`config.mk`:
```
export PLATFORM = sky130hd
export DESIGN_NAME = ddram_wr_merge
export DESIGN_NICKNAME = d
export VERILOG_FILES = /design/src/rtl/genesis_ddr_pkg.sv /design/src/rtl/ddram_wr_merge.sv
export SDC_FILE = /design/constraint.sdc
export NUM_CORES = 1
export LEC_CHECK = 0
export ABC_CLOCK_PERIOD_IN_PS = 4680
export BUFFER_PORTS_ARGS = -buffer_cell sky130_fd_sc_hd__buf_2
export CAP_MARGIN = 20
export CORE_ASPECT_RATIO = 0.8
export CORE_UTILIZATION = 24
export DETAILED_ROUTE_END_ITERATION = 12
export PLACE_DENSITY_LB_ADDON = 0.25
export SETUP_SLACK_MARGIN = 0.05
export SLEW_MARGIN = 10
export SYNTH_ARGS = -nofsm -noshare
export SYNTH_HDL_FRONTEND = slang
export SYNTH_SLANG_ARGS = --single-unit
```
`constraint.sdc`:
```
create_clock -name clk_sys -period 4.68 [get_ports clk_sys]
set_input_delay 1.17 -clock clk_sys [delete_from_list [all_inputs] [get_ports clk_sys]]
set_output_delay 1.17 -clock clk_sys [all_outputs]
set_load 0.005 [all_outputs]
```
`src/rtl/genesis_ddr_pkg.sv`:
```
// Shared DDR-side definitions for the download write path: line/lane geometry,
// burst constant and the merge-buffer state encoding.
package genesis_ddr_pkg;

  localparam int DDR_LINE_W = 22;
  localparam int DDR_LANE_W = 2;
  localparam int DDR_LANES  = 4;
  localparam logic [7:0] DDR_BURSTCNT = 8'd1;

  typedef enum logic [1:0] {
    ST_IDLE  = 2'd0,
    ST_MERGE = 2'd1,
    ST_ISSUE = 2'd2
  } wm_state_e;

  // Byte-enable pair covering one 16-bit lane of a 64-bit word.
  function automatic logic [7:0] lane_be(input logic [DDR_LANE_W-1:0] lane);
    return 8'b0000_0011 << {lane, 1'b0};
  endfunction

endpackage

```
`src/rtl/ddram_wr_merge.sv`:
```
// Collects toggle-handshaked halfword writes into one 64-bit line and issues it
// as a single Avalon-MM write when full, on a line change, on flush or when stale.
module ddram_wr_merge
  import genesis_ddr_pkg::*;
#(
  parameter logic [28:0] BASE       = 29'h0300000,
  parameter int          IDLE_FLUSH = 64
) (
  input  logic        clk_sys,
  input  logic        reset,
  input  logic [24:0] wraddr,
  input  logic [15:0] din,
  input  logic        we_req,
  output logic        we_ack,
  input  logic        flush,
  input  logic        DDRAM_BUSY,
  output logic        DDRAM_WE,
  output logic [28:0] DDRAM_ADDR,
  output logic [63:0] DDRAM_DIN,
  output logic [7:0]  DDRAM_BE,
  output logic [7:0]  DDRAM_BURSTCNT,
  output logic        idle
);

  localparam int CNT_W = $clog2(IDLE_FLUSH + 1);
  localparam logic [CNT_W-1:0] CNT_LAST = CNT_W'(IDLE_FLUSH - 1);

  wm_state_e             state_q, state_d;
  logic [DDR_LINE_W-1:0] line_q, line_d;
  logic [63:0]           data_q, data_d;
  logic [7:0]            be_q, be_d;
  logic                  ack_q, ack_d;
  logic [CNT_W-1:0]      cnt_q, cnt_d;
  logic                  fpend_q, fpend_d;

  logic                  pending;
  logic                  absorb;
  logic [DDR_LINE_W-1:0] req_line;
  logic [DDR_LANE_W-1:0] req_lane;
  logic [63:0]           data_m;
  logic [7:0]            be_m;
  logic                  unused_bit0;

  assign unused_bit0 = wraddr[0];
  assign req_line    = wraddr[24:3];
  assign req_lane    = wraddr[2:1];
  assign pending     = we_req ^ ack_q;

  // A flush latched behind a same-line absorb blocks further absorbs until it is served.
  assign absorb = pending &&
                  ((state_q == ST_IDLE) ||
                   (state_q == ST_MERGE && req_line == line_q && !fpend_q));

  always_comb begin
    data_m = data_q;
    data_m[16*req_lane +: 16] = din;
    be_m = be_q | lane_be(req_lane);
  end

  always_comb begin
    state_d = state_q;
    line_d  = line_q;
    data_d  = data_q;
    be_d    = be_q;
    ack_d   = ack_q;
    cnt_d   = '0;
    fpend_d = fpend_q;
    case (state_q)
      ST_IDLE: begin
        fpend_d = 1'b0;
        if (absorb) begin
          line_d  = req_line;
          data_d  = data_m;
          be_d    = be_m;
          ack_d   = ~ack_q;
          state_d = ST_MERGE;
        end
      end
      ST_MERGE: begin
        if (absorb) begin
          data_d = data_m;
          be_d   = be_m;
          ack_d  = ~ack_q;
          if (&be_m) begin
            state_d = ST_ISSUE;
            fpend_d = 1'b0;
          end else if (flush) begin
            fpend_d = 1'b1;
          end
        end else if (fpend_q || flush || pending || cnt_q == CNT_LAST) begin
          // Any leftover pending request here targets another line and waits.
          state_d = ST_ISSUE;
          fpend_d = 1'b0;
        end else begin
          cnt_d = cnt_q + 1'b1;
        end
      end
      ST_ISSUE: begin
        if (!DDRAM_BUSY) begin
          data_d  = '0;
          be_d    = '0;
          state_d = ST_IDLE;
        end
      end
      default: state_d = ST_IDLE;
    endcase
  end

  always_ff @(posedge clk_sys) begin
    if (reset) begin
      state_q <= ST_IDLE;
      line_q  <= '0;
      data_q  <= '0;
      be_q    <= '0;
      ack_q   <= 1'b0;
      cnt_q   <= '0;
      fpend_q <= 1'b0;
    end else begin
      state_q <= state_d;
      line_q  <= line_d;
      data_q  <= data_d;
      be_q    <= be_d;
      ack_q   <= ack_d;
      cnt_q   <= cnt_d;
      fpend_q <= fpend_d;
    end
  end

  assign DDRAM_WE       = (state_q == ST_ISSUE);
  assign DDRAM_ADDR     = BASE + {7'd0, line_q};
  assign DDRAM_DIN      = data_q;
  assign DDRAM_BE       = be_q;
  assign DDRAM_BURSTCNT = DDR_BURSTCNT;
  assign we_ack         = ack_q;
  assign idle           = (state_q == ST_IDLE) && !pending;

endmodule

```
# == After elaboration in Yosys (flattened, before gate mapping) ==
# Index checks and enable logic that the tools add are counted.
# word_totals
word_cells,66
output_inout_bits,112
in_bits,46
regBits,105
# classes
bitwise_logic,4
n_shift,3
reduce_logical,21
n_eq_ne,10
mux,18
addsub,3
# op_table
cell,count
$mux 64,2
$pmux 64 s2,1
$bwmux 64,1
$shift 16x34->64 const A,1
$shiftx 16x34->64,1
$neg 6->34,1
$add 22x22->23 const A,1
$eq 22x22->1,1
$mux 8,2
$pmux 8 s2,1
$mux 2,5
$or 8x8->8,1
$reduce_and 8->1,1
$shl 2x3->8 const A,1
$add 7x1->7 const B,1
$eq 7x6->1 const B,1
$ne 3x2->1 const B,2
$pmux 2 s3,1
$reduce_and 3->1,2
$logic_and 1x1->1,4
$logic_or 1x1->1,4
$mux 1,4
$ne 2x2->1 const B,2
$ne 4x3->1 const B,1
13 further kinds,17

# == Logic depth before layout (Yosys ltp) ==
# logic_depth
word_depth,7
mapped_depth,8
depth_no_buf,6

# == Worst setup path before layout ==
# OpenSTA, ideal clock, no wires.
# synth_timing
path_kind,input to output
start,input port we_req
end,output port idle
stages,2
path_buffers,0
path_slack_ns,1.772
t_arrival_ns,1.738
required_time_ns,3.510
cell_sequence,xnor2_1 nor3b_1
# synth_between
elab_chain_len,3
# synth_lines
element,line,text
from (decl),ddram_wr_merge.sv:13,"input logic we_req,"
$xor 1x1->1,ddram_wr_merge.sv:47,assign pending = we_req ^ ack_q;
$logic_not 1->1,ddram_wr_merge.sv:135,assign idle = (state_q == ST_IDLE) && !pending;
$logic_and 1x1->1,ddram_wr_merge.sv:135,
to (decl),ddram_wr_merge.sv:22,output logic idle
# No other way between the ends.

# == Worst setup path after layout ==
# Ends and elaborated chain as after synthesis.

==> summary.md <==
| Metric | Value |
|---|---|
| Outcome | finished clean |
| Avg Cell Area, Syn | 9.425 um2 |
| IO Pins | 158 |
| Util after Layout | 29.91% |
| Setup ws final | 1425 ps |
| Worst-path clk slew | 70 ps |
| Vias in the first global route | 3843 |
| Root Buffer | clkbuf_16 |
| Share of the synthesized area in the top cell type | 45.33% |
| Cells on worst reg2reg path | 6 |
| Vias per Instance | 4.529 |
| Startpoint types | input pin |
| Tot GR Track Use | 13.94% |
| Crit-path slowest cell | xnor2_1 |
| Max-cap viol count | 0 |
| Total Power | 2.588 mW |
| Die height | 126.3 um |
| CP Data Required Time | 3510 ps |
| CP endpoint kind | output port |
| Yosys cell types | 42 |
| Cts repair resizes | 0 |
| DRC Markers | 0 |
| End of the worst register-to-register path | DDRAM_DIN[35]$_SDFFE_PP0P_ |
| Cell Area, Placed | 5374 um2 |
| Crit path from | we_req |
| Cell count after placement | 844 |
| Most Frequent Cell on Critical Path | buf_2 |
| Non-filler instance count after layout | 860 |
| VDD IR-drop max | 0.2576 mV |
| Actual slew at the worst max-slew pin | 889.9 ps |
| CP Class | input pin to output port |
| Max Root-Sink Buffers | 2 |
| Most common cell in the netlist | dfxtp_1 |
| Slew Limit Fails | 0 |
| Fraction of final layout cells with drive strength greater than 1 | 29.57% |
| DRT iter0 DRCs | 230 |
| Std-Cell Rows | 45 |
| PortBufs | 142 |
| Clock skew | 7.182 ps |
| Post-Route WL | 13520 um |
| DP HPWL | 10180 um |
| Critical path data arrival time | 2080 ps |
| GRT overflow | 0 |
| Flop-to-flop setup slack | 2190 ps |
| Hold Crit Start | cnt_q[6]$_SDFF_PP0_ |
| Pwr Density | 456.1 nW/um2 |
| Post-CTS Setup Inserts | 0 |
| Skew-Pair Late Insertion Delay | 350 ps |
| N_diodes | 0 |
| Sequential-to-total area share from yosys stat | 45.33% |
| WHS Endpoint | cnt_q[6]$_SDFF_PP0_ |
| Area growth, synth to finish | 22.40% |
| CTS Buf Count | 9 |
| Pre-CTS setup slack | 1298 ps |
| Fin nets | 649 |
| First-pass GRT wire length | 21290 um |
| Final Hold Slack | 429.6 ps |
| Area leader, netlist | dfxtp_1 |
| EDFF count, synth | 0 |
| Drt pass-1 iters | 5 |
| Final setup viols | 0 |
| H-tree depth | 3 |
| WHS Path Cells | 2 |
| Worst R2R Start | line_q[1]$_SDFFE_PP0P_ |
| Fin area | 5675 um2 |
| Initial antenna violation count | 0 |
| WL per Instance | 15.72 um |
| CTS tree | yes |
| Period utilisation layout | 69.55% |
| Leak Pwr | 2.396 nW |
| Seq cells post-synth | 105 |
| CTS Hold Bufs | 0 |
| Synth top area cells | dfxtp_1, a32o_1, buf_4, nand2_1, xor2_1 |
| Clock sinks | 105 |
| RSZ-0062 raised after global routing | false |
| Synth Flop Type | dfxtp_1 |
| FMAX | 0.3072 GHz |
| Die area | 19880 um2 |
| Routability cong. | 0.7933 |
| CP cell instances | buf_2, xnor2_1, nor3b_1, buf_2 |
| CP max FO | 6 |
| Setup tns final | 0 ps |
| Buf/Inv on CP | 2 |
| Post-Syn Area | 4637 um2 |
| Worst Hold Class | register to register |
| Fillcell total | 2053 |
| Delay-heaviest family, CP | XOR/XNOR gates |
| Starting Density | 24.44% |
| Largest net degree at the start of global routing | 49 |
| Most frequent cells after synthesis | dfxtp_1, nand2_1, a32o_1 |
| Hold Fails Final Rpt | 0 |
| Slowest stage delay, CP | 410 ps |
| Chip Width | 157.4 um |
| Final antenna-violating net count | 0 |
| CORE AREA | 18970 um2 |
| Final min period | 3255 ps |
| Syn Inst Count | 492 |
| Via count | 3895 |
| Synth Warn # | 0 |
| Fraction of registers with async set/reset | 0% |
| Rel. slew slack | 40.45% |
worst max path at each step:
stage	endpoint	depth (start not counted)
after CTS	idle	4
after detailed placement	DDRAM_DIN[19]$_SDFFE_PP0P_	7
after global routing	idle	4
final	idle	4
after global placement	DDRAM_DIN[19]$_SDFFE_PP0P_	7
after floorplan	idle	2
worst reg2reg max path: cells and delay by family, from the launching register on:
family	cells	cell delay (ps)
xor gates and xnor gates	1	190
buffers and inverters	1	440
DFF	1	340
AOI/OAI and AO/OA	2	500
and+or+nand+nor	2	970
report_power, final:
group | switching [mW] | internal (mW) | total, mW
Sequential | 0.0803 | 0.980 | 1.06
Combinational | 0.496 | 0.259 | 0.756
Clock | 0.351 | 0.422 | 0.773
final cells by class:
type / instances / area (um2) / area share (%)
sequential: 105 / 2102 / 37.04
clock inverter: 6 / 72.57 / 1.279
clock buffer: 10 / 229.0 / 4.034
inverter: 23 / 86.33 / 1.521
multi-input combinational: 307 / 2085 / 36.73
timing repair buffer: 151 / 778.2 / 13.71
tap: 258 / 322.8 / 5.688
layer usage:
layer,share of wire (%),wire length [um],GRT usage (%),up-vias
met5,0,0,0,-
met1,47,6404,18.94,1864
met3,4.9,663,2.870,11
met2,46,6254,21.60,100
li1,-,-,-,1920
met4,1.4,193,5.311,0
placed cells by master (no fill, tap or decap), types with 3 or more instances in the layout:
cell,Yosys,final
nand2b_1,4,4
nor4_2,3,3
dfxtp_1,105,105
a32o_1,48,48
o2111ai_1,3,3
o21a_1,5,5
xor2_1,23,23
buf_2,9,142
inv_1,23,23
o22ai_1,16,16
a21oi_1,30,30
conb_1,2,14
o21ai_0,7,7
xnor2_1,4,4
clkbuf_16,0,9
nand2_1,58,58
ha_1,6,6
inv_6,0,3
nor3b_1,19,19
buf_4,36,9
nor2b_1,6,6
nand4b_1,16,16
nor3_1,6,5
nor2_1,17,17
nand3_1,3,3
flip-flops by register name, summed over array words and instances, names as in the netlist:
signal     cells
DDRAM_DIN     64
line_q        22
DDRAM_BE       8
cnt_q          7
state_q        2
fpend_q        1
we_ack         1
kinds of logic (layout without fill, tap and decap cells):
| family | Yosys count | count (layout) | synth area share [%] |
|---|---|---|---|
| adder cells (fa/ha/maj) | 6 | 6 | 1.619 |
| buffers and inverters | 92 | 190 | 10.93 |
| XOR/XNOR | 27 | 27 | 5.100 |
| multiplexers | 1 | 1 | 0.2428 |
| AND/OR/NAND/NOR | 144 | 144 | 17.78 |
| AO/OA/AOI/OAI | 115 | 115 | 18.83 |
| flip-flops | 105 | 105 | 45.33 |
| other | 2 | 14 | 0.1620 |
Note: power is estimated with default switching activity, not from simulation.
